--- src/rtl/dp_ram_rd_pkg.sv ---
// Shared definitions for the DP_RAM read streamer: FSM encoding, read latency
// and FIFO counter sizing.
package dp_ram_rd_pkg;

  typedef enum logic [1:0] {S_IDLE, S_RUN, S_DRAIN, S_FIN} rd_state_t;

  localparam int C_RD_LAT     = 2;
  localparam int C_FIFO_D_DEF = 4;

  // Counter must represent 0..depth inclusive.
  function automatic int cnt_w(input int depth);
    return $clog2(depth + 1);
  endfunction

endpackage

--- src/rtl/dp_ram_rd_fifo.sv ---
// Small synchronous FIFO for {LAST, DATA} beats; head word is read straight
// from the storage flops so a push becomes visible on the next cycle.
module dp_ram_rd_fifo #(
  parameter int W  = 73,
  parameter int D  = 4,
  parameter int CW = 3
) (
  input  logic          CK_i,
  input  logic          RST_i,
  input  logic          PUSH_i,
  input  logic [W-1:0]  WD_i,
  input  logic          POP_i,
  output logic [W-1:0]  RD_o,
  output logic [CW-1:0] CNT_o
);

  localparam int PW = (D > 1) ? $clog2(D) : 1;

  logic [W-1:0]  mem [D];
  logic [PW-1:0] wp, rp;

  assign RD_o = mem[rp];

  always_ff @(posedge CK_i) begin
    if (RST_i) begin
      wp    <= '0;
      rp    <= '0;
      CNT_o <= '0;
      for (int i = 0; i < D; i++) mem[i] <= '0;
    end else begin
      if (PUSH_i) begin
        mem[wp] <= WD_i;
        wp      <= (wp == PW'(D - 1)) ? '0 : wp + PW'(1);
      end
      if (POP_i) rp <= (rp == PW'(D - 1)) ? '0 : rp + PW'(1);
      CNT_o <= CNT_o + CW'(PUSH_i) - CW'(POP_i);
    end
  end

endmodule

--- src/rtl/dp_ram_rd_stream.sv ---
// DP_RAM read streamer: walks an address block, hides the fixed RAM read latency
// and emits a valid/ready stream. `DP_RAM_RD_STREAM_STALL_CNT_EN adds STALL_CNT_o.
module dp_ram_rd_stream
  import dp_ram_rd_pkg::*;
#(
  parameter int C_DAT_W  = 72,
  parameter int C_ADR_W  = 10,
  parameter int C_LEN_W  = 11,
  parameter int C_FIFO_D = C_FIFO_D_DEF
) (
  input  logic               CK_i,
  input  logic               RST_i,
  input  logic               START_i,
  input  logic [C_ADR_W-1:0] BASE_A_i,
  input  logic [C_LEN_W-1:0] LEN_i,
  output logic               BUSY_o,
  output logic               DONE_o,
  output logic [C_ADR_W-1:0] RA_o,
  input  logic [C_DAT_W-1:0] RD_i,
  output logic [C_DAT_W-1:0] DAT_o,
  output logic               VLD_o,
  input  logic               RDY_i,
`ifdef DP_RAM_RD_STREAM_STALL_CNT_EN
  output logic [15:0]        STALL_CNT_o,
`endif
  output logic               LAST_o
);

  localparam int CW = cnt_w(C_FIFO_D);

  rd_state_t          st;
  logic [C_LEN_W-1:0] rem;
  logic [C_RD_LAT:0]  vld_pipe, lst_pipe;
  logic [CW-1:0]      fcnt;
  logic [C_DAT_W:0]   head;
  logic               start_ok, iss_nxt, iss_in, iss_last, pop;
  int                 pend;

  assign VLD_o  = (fcnt != '0);
  assign DAT_o  = head[C_DAT_W-1:0];
  assign LAST_o = VLD_o & head[C_DAT_W];
  assign pop    = VLD_o & RDY_i;

  // Credit counts the beat leaving this cycle, so a full pipe still issues
  // every cycle while the consumer keeps up.
  always_comb begin
    start_ok = (st == S_IDLE) && START_i;
    pend     = int'(fcnt) + $countones(vld_pipe) - int'(pop);
    iss_nxt  = (st == S_RUN) && (rem != '0) && (pend < C_FIFO_D);
    iss_in   = start_ok ? (LEN_i != '0) : iss_nxt;
    iss_last = start_ok ? (LEN_i == C_LEN_W'(1)) : (rem == C_LEN_W'(1));
  end

  // vld_pipe[0] marks the cycle RA_o carries a fresh address; the top stage
  // lines up with RD_i and pushes it.
  always_ff @(posedge CK_i) begin
    if (RST_i) begin
      st       <= S_IDLE;
      rem      <= '0;
      RA_o     <= '0;
      BUSY_o   <= 1'b0;
      DONE_o   <= 1'b0;
      vld_pipe <= '0;
      lst_pipe <= '0;
    end else begin
      vld_pipe <= {vld_pipe[C_RD_LAT-1:0], iss_in};
      lst_pipe <= {lst_pipe[C_RD_LAT-1:0], iss_in & iss_last};
      case (st)
        S_IDLE: if (START_i) begin
          BUSY_o <= 1'b1;
          rem    <= '0;
          st     <= S_FIN;
          if (LEN_i != '0) begin
            RA_o <= BASE_A_i;
            rem  <= LEN_i - C_LEN_W'(1);
            st   <= S_RUN;
          end
        end
        S_RUN: begin
          if (iss_nxt) begin
            RA_o <= RA_o + C_ADR_W'(1);
            rem  <= rem - C_LEN_W'(1);
            if (rem == C_LEN_W'(1)) st <= S_DRAIN;
          end else if (rem == '0) begin
            st <= S_DRAIN;
          end
        end
        S_DRAIN: if (pop && LAST_o) begin
          st     <= S_FIN;
          BUSY_o <= 1'b0;
          DONE_o <= 1'b1;
        end
        // Zero-length bursts arrive here with DONE low and pulse one cycle later.
        S_FIN: begin
          if (DONE_o) begin
            st     <= S_IDLE;
            DONE_o <= 1'b0;
          end else begin
            BUSY_o <= 1'b0;
            DONE_o <= 1'b1;
          end
        end
        default: st <= S_IDLE;
      endcase
    end
  end

  dp_ram_rd_fifo #(
    .W  (C_DAT_W + 1),
    .D  (C_FIFO_D),
    .CW (CW)
  ) u_fifo (
    .CK_i   (CK_i),
    .RST_i  (RST_i),
    .PUSH_i (vld_pipe[C_RD_LAT]),
    .WD_i   ({lst_pipe[C_RD_LAT], RD_i}),
    .POP_i  (pop),
    .RD_o   (head),
    .CNT_o  (fcnt)
  );

`ifdef DP_RAM_RD_STREAM_STALL_CNT_EN
  always_ff @(posedge CK_i) begin
    if (RST_i || start_ok)                            STALL_CNT_o <= '0;
    else if (VLD_o && !RDY_i && STALL_CNT_o != '1)    STALL_CNT_o <= STALL_CNT_o + 16'd1;
  end
`endif

endmodule

--- config.mk ---
export PLATFORM = sky130hd
export DESIGN_NAME = dp_ram_rd_stream
export DESIGN_NICKNAME = d
export VERILOG_FILES = /design/src/rtl/dp_ram_rd_pkg.sv /design/src/rtl/dp_ram_rd_fifo.sv /design/src/rtl/dp_ram_rd_stream.sv
export SDC_FILE = /design/constraint.sdc
export NUM_CORES = 1
export LEC_CHECK = 0
export BUFFER_PORTS_ARGS = -buffer_cell sky130_fd_sc_hd__buf_2
export CAP_MARGIN = 5
export CORE_MARGIN = 4
export CORE_UTILIZATION = 38
export CTS_CLUSTER_SIZE = 24
export DETAILED_ROUTE_END_ITERATION = 7
export PLACE_DENSITY = 0.6
export SETUP_SLACK_MARGIN = 0.02
export SLEW_MARGIN = 20
export SYNTH_ARGS = -nofsm -noshare
export SYNTH_HDL_FRONTEND = slang
export SYNTH_HIERARCHICAL = 1
export SYNTH_SLANG_ARGS = --single-unit
--- constraint.sdc ---
create_clock -name CK_i -period 7.1 [get_ports CK_i]
set_clock_uncertainty 0.1 [all_clocks]
set_input_delay 1.065 -clock CK_i [delete_from_list [all_inputs] [get_ports CK_i]]
set_output_delay 1.065 -clock CK_i [all_outputs]
set_load 0.005 [all_outputs]
# After elaboration in Yosys (flattened, before gate mapping)
# Memories as Yosys holds them, arrays and structs flattened. A register that Yosys moved wholly into a read port is not among the register bits.
# Cells that the tools add are included.
# classes
n_addsub,11
n_bitwise,3
n_reduce_logical,18
n_mux,37
magnitude_cmp,1
multipliers,0
eq_ne,15
shift,0
div_mod_pow,0
# ops
cell,n
73-bit 2-to-1 mux,1
73-bit OR reduction,1
11-bit 2-to-1 mux,3
10-bit 2-to-1 mux,3
2-bit 2-to-1 mux,12
"11-bit by 1-bit == test with 1-bit output, second input constant",2
11-bit one-hot mux with 2 select lines,1
11-bit nonzero test,2
"11-bit by 1-bit subtractor with 11-bit output, second input constant",2
10-bit one-hot mux with 2 select lines,1
1-bit 2-to-1 mux,13
11-bit zero test,1
"10-bit by 1-bit adder with 10-bit output, second input constant",1
"2-bit inequality test, second input constant",5
"2-bit == test, second input constant",4
2-bit one-hot mux with 4 select lines,1
4-bit AND reduction,2
"3-bit by 2-bit inequality test with 1-bit output, second input constant",2
3-bit nonzero test,2
"5-bit by 4-bit < comparator with 1-bit output, second input constant",1
5-bit AND reduction,1
4-bit by 1-bit subtractor with 5-bit output,1
"2-bit by 1-bit adder with 2-bit output, second input constant",2
3-bit by 3-bit adder with 4-bit output,1
14 further kinds,20
# word_totals
n_memories,1
out_inout_bits,86
in_bits,97
rom_bits,0
latch_bits,0
reg_bits,38
mem_bits_rw,292
wordCells,96
# mem_list
memory,depth,width,rd,rd_ports_with_merged_regs,write_ports,line_no,source
u_fifo.mem,4,73,1,1,4,dp_ram_rd_fifo.sv:19,logic [W-1:0] mem [D];

# Depth between registers and ports, before layout
# depth
depth_word,8
depth_mapped,15
mapped_depth_nobuf,13

# Hierarchy
# Netlist, hierarchy kept.
# modules_own_cells
module,area_per_inst_um2,cells_each,instances,seq_area_each_um2
dp_ram_rd_fifo,12967.4,749,1,8948.6
dp_ram_rd_stream,2377.3,302,1,620.6

# Least setup slack after synthesis
# Ideal clock, no wire load.
# synth_timing
kind,register to register
startpoint,register vld_pipe[2]
endpoint,"memory u_fifo.mem[1][0], enable pin"
synth_period_minus_slack_ns,4.621
stages_incl_launch_ff,4
required_ns,6.481
setup_ns,0.519
slack_ns,2.479
arrival_time_ns,4.002
path_cell_list,dfxtp_1 > clkbuf_2 > nand2_1 > o21bai_1
# synth_lines
element,line_no,source
"start, declared",dp_ram_rd_stream.sv:33,"logic [C_RD_LAT:0] vld_pipe, lst_pipe;"
"start signal, assigned",dp_ram_rd_stream.sv:66,"vld_pipe <= {vld_pipe[C_RD_LAT-1:0], iss_in};"
"end, declared",dp_ram_rd_fifo.sv:19,

==> summary.md <==
| Metric | Value |
|---|---|
| Vias in the first global route | roughly 9600 |
| Root buffer cell | clkbuf_16 |
| Synth warn | 6 |
| Syn_area_per_cell | roughly 15 um^2 |
| Routed Antenna Nets | 0 |
| Yosys cell types | 69 |
| Area taken by multi-input logic gates | around 5400 um^2 |
| Crit path capture type | output pin |
| Worst EP required | ~5.9 ns |
| Hpwl dp | between 20 and 25 mm |
| Area contributors post-synth | edfxtp_1 (57%), and2_1 (12%), mux4_2 (11%) |
| DP Cell Count | around 1700 |
| Final WS setup | roughly 3.2 ns |
| Antenna violations before repair | 3 |
| LEAKAGE | about 6.8 nW |
| Nets | between 1000 and 1500 |
| Top cell type's share of synthesized area | 57.1% |
| GR Overflow Total | 0 |
| Seq/Total Area, Yosys | between 60% and 70% |
| Die Wd | 209 um |
| Final std cells w/o fill | 1777 |
| Die H | approximately 210 um |
| Max Freq | between 200 and 300 MHz |
| Antenna diodes | 0 |
| Final wirelength | between 30 and 40 mm |
| Initial DRC count | 517 |
| Pin count of the biggest net entering global routing | 74 |
| Number of H-tree levels | 2 |
| Max Slew Vio Count | 0 |
| Startpoint Class | flop |
| Synthesized area | 15300 um^2 |
| Setup CP Type | flop to output pin |
| Critical path's top delay family | buffers and inverters |
| Filler cells | between 3000 and 4000 |
| Reg clk slew, reported paths | 0.06 ns |
| Ys flop type | edfxtp_1 |
| GPL Wtd Cong | between 0.8 and 0.9 |
| Number of remaining DRC errors | 0 |
| Post-CTS setup buffer count | 0 |
| CTS sink cnt | 332 |
| Total power | roughly 0.0057 W |
| First-pass GRT wire length | 56.5 mm |
| Initial Util | between 30% and 40% |
| Worst-Skew Late Latency | just over 0.5 ns |
| PD cells | approximately 320 nW/um^2 |
| Via Count | 9078 |
| Outcome | finished clean |
| Critical Path Slowest Stage Cell | mux4_2 |
| Final period utilization | a little over half |
| Tmin final | 3.88 ns |
| Sequential cell area | roughly 9600 um^2 |
| GRT Total Usage | between 10% and 20% |
| Row Count | 73 |
| TritonCTS clock tree | built |
| Share of cells above drive strength 1 | between 20 and 30% |
| Total core area | between 30000 and 40000 um^2 |
| Cell taking the most area after synthesis | edfxtp_1 |
| DIE AREA | roughly 44000 um^2 |
| Max-Cap Viols | 0 |
| Hold Path Class | flop to flop |
| PostCTS Resize Cnt | 0 |
| Dpl ws | 2.92 ns |
| Final setup TNS | 0 ns |
| Router iterations before antenna repair | 5 |
| Ports | between 150 and 200 |
| Post-synth EDFFs | a little under 300 |
| Slew HR | 37.7% |
| Max clock buf depth | 3 |
| Via density | roughly 5.1 |
| Worst Tran Pin Value | 0.932 ns |
| Port-buffer cells | around 180 |
| Mapped Cells | 1051 |
| FFs w/ async S/R, synth | 0% |
| Crit path buf inv count | 3 |
| CP Data Arrival Time | approximately 2.7 ns |
| Layout area overhead | 17.1% |
| Yosys reg bits | between 300 and 400 |
| Final setup viols | 0 |
| CP peak stage delay | approximately 0.61 ns |
| Clock buffer count from CTS | 38 |
| Worst VDD drop | around 130 uV |
| Final hold vios | 0 |
| Maximum fanout along the worst path | 33 |
| Wire length per cell | 20.3 um |
| CTS Hold Bufs | 0 |
| Cell breakdown of the critical path | buf_16 > buf_4 > mux4_2 > buf_2 |
| Synth Net Count | 1170 |
| RSZ-0062 raised after global routing | no |
| Post-Route Utilization | a little under half |
==> logic make-up after synthesis <==
kind of cell / Yosys count / share of synthesized area (%)
compound gates: 98 / 4.38
xor+xnor: 6 / 0.432
fa+ha+maj: 22 / 1.89
buf+inv: 93 / 2.95
flops: 332 / 62.4
mux: 78 / 11.0
simple gates: 422 / 16.9
==> area by class of cell <==
class,count,area share (%)
Sequential cell,332,53.3
Tap cell,525,3.65
Timing Repair Buffer,198,5.87
Clock inverter,26,1.12
Clock buffer,42,5.49
Multi-Input combinational cell,626,30.0
Inverter,28,0.585
==> metrics by stage <==
step | hold slack, ns | cell area (um^2)
global route | 0.362 | 18000
finish | 0.341 | 18000
floorplan | 0.314 | 15300
global placement | 0.341 | 16700
detailed placement | 0.338 | 16800
CTS | 0.347 | 17900
==> Yosys cell counts, types with 6 or more instances <==
master / number
nor2_1: 26
clkbuf_2: 16
o311ai_0: 9
nand2_1: 24
buf_2: 16
nor4_1: 8
nor3_1: 15
nand2b_1: 6
nor2b_1: 8
nand3_1: 7
a31oi_1: 9
ha_1: 20
or4_1: 6
a21oi_1: 21
o21ai_0: 12
o31ai_1: 10
edfxtp_1: 292
inv_1: 28
and2_1: 292
mux4_2: 73
clkbuf_1: 17
buf_4: 10
dfxtp_1: 40
==> report_power, final <==
part	total [W]	switching, W	internal, W
sequential	0.00242	0.000130	0.00229
clock	0.00187	0.000763	0.00111
combinational	0.00139	0.000757	0.000628
total	0.00568	0.00165	0.00403
==> layer usage <==
layer,up-vias,GRT usage [%],share of wire [%]
met5,-,0,0.080
met4,4,3.65,1.7
met3,52,3.41,5.2
met2,225,27.4,49
met1,4539,22.1,44
li1,4258,-,-
==> placed cells by master (no fill, tap or decap), types with 4 or more instances in the layout <==
cell       Yosys  layout
buf_4         10      14
a21oi_1       21      21
clkinv_2       0       8
nor2b_1        8       7
inv_1         28      28
edfxtp_1     292     292
clkinv_1       0      12
buf_2         16     182
mux4_2        73      73
nand3_1        7       7
o21bai_4       0       4
mux2i_1        4       4
xnor2_1        4       4
dfxtp_1       40      38
ha_1          20      20
nand2b_1       6       6
o311ai_0       9       9
or4_1          6       6
o31ai_1       10      10
a31oi_1        9       9
nor3_1        15      15
nand2_1       24      24
o21ai_0       12      12
o211ai_1       5       5
clkbuf_16      0      39
nor4_1         8       8
and2_1       292     292
nor2_1        26      26
==> path summary, 6_finish.rpt <==
kind                                            startpoint                     end  slack (ns)  cells past startpoint
worst min register to register      lst_pipe[0]$_SDFF_PP0_  lst_pipe[1]$_SDFF_PP0_        0.34                      1
worst max-delay path                                  flop               DAT_o[21]        3.22                      4
worst min-delay path                lst_pipe[0]$_SDFF_PP0_  lst_pipe[1]$_SDFF_PP0_        0.34                      1
worst max register to register  u_fifo/CNT_o[2]$_SDFF_PP0_    RA_o[7]$_SDFFE_PP0P_        3.39                     13
==> state kept, by name, indices dropped and copies added (netlist names), 2 cells and up, named ones only <==
name / flops
vld_pipe: 3
u_fifo/rp: 2
rem: 11
u_fifo/wp: 2
st: 2
u_fifo/mem: 292
RA_o: 10
u_fifo/CNT_o: 3
lst_pipe: 3
Note: power is estimated with default switching activity, not from simulation.
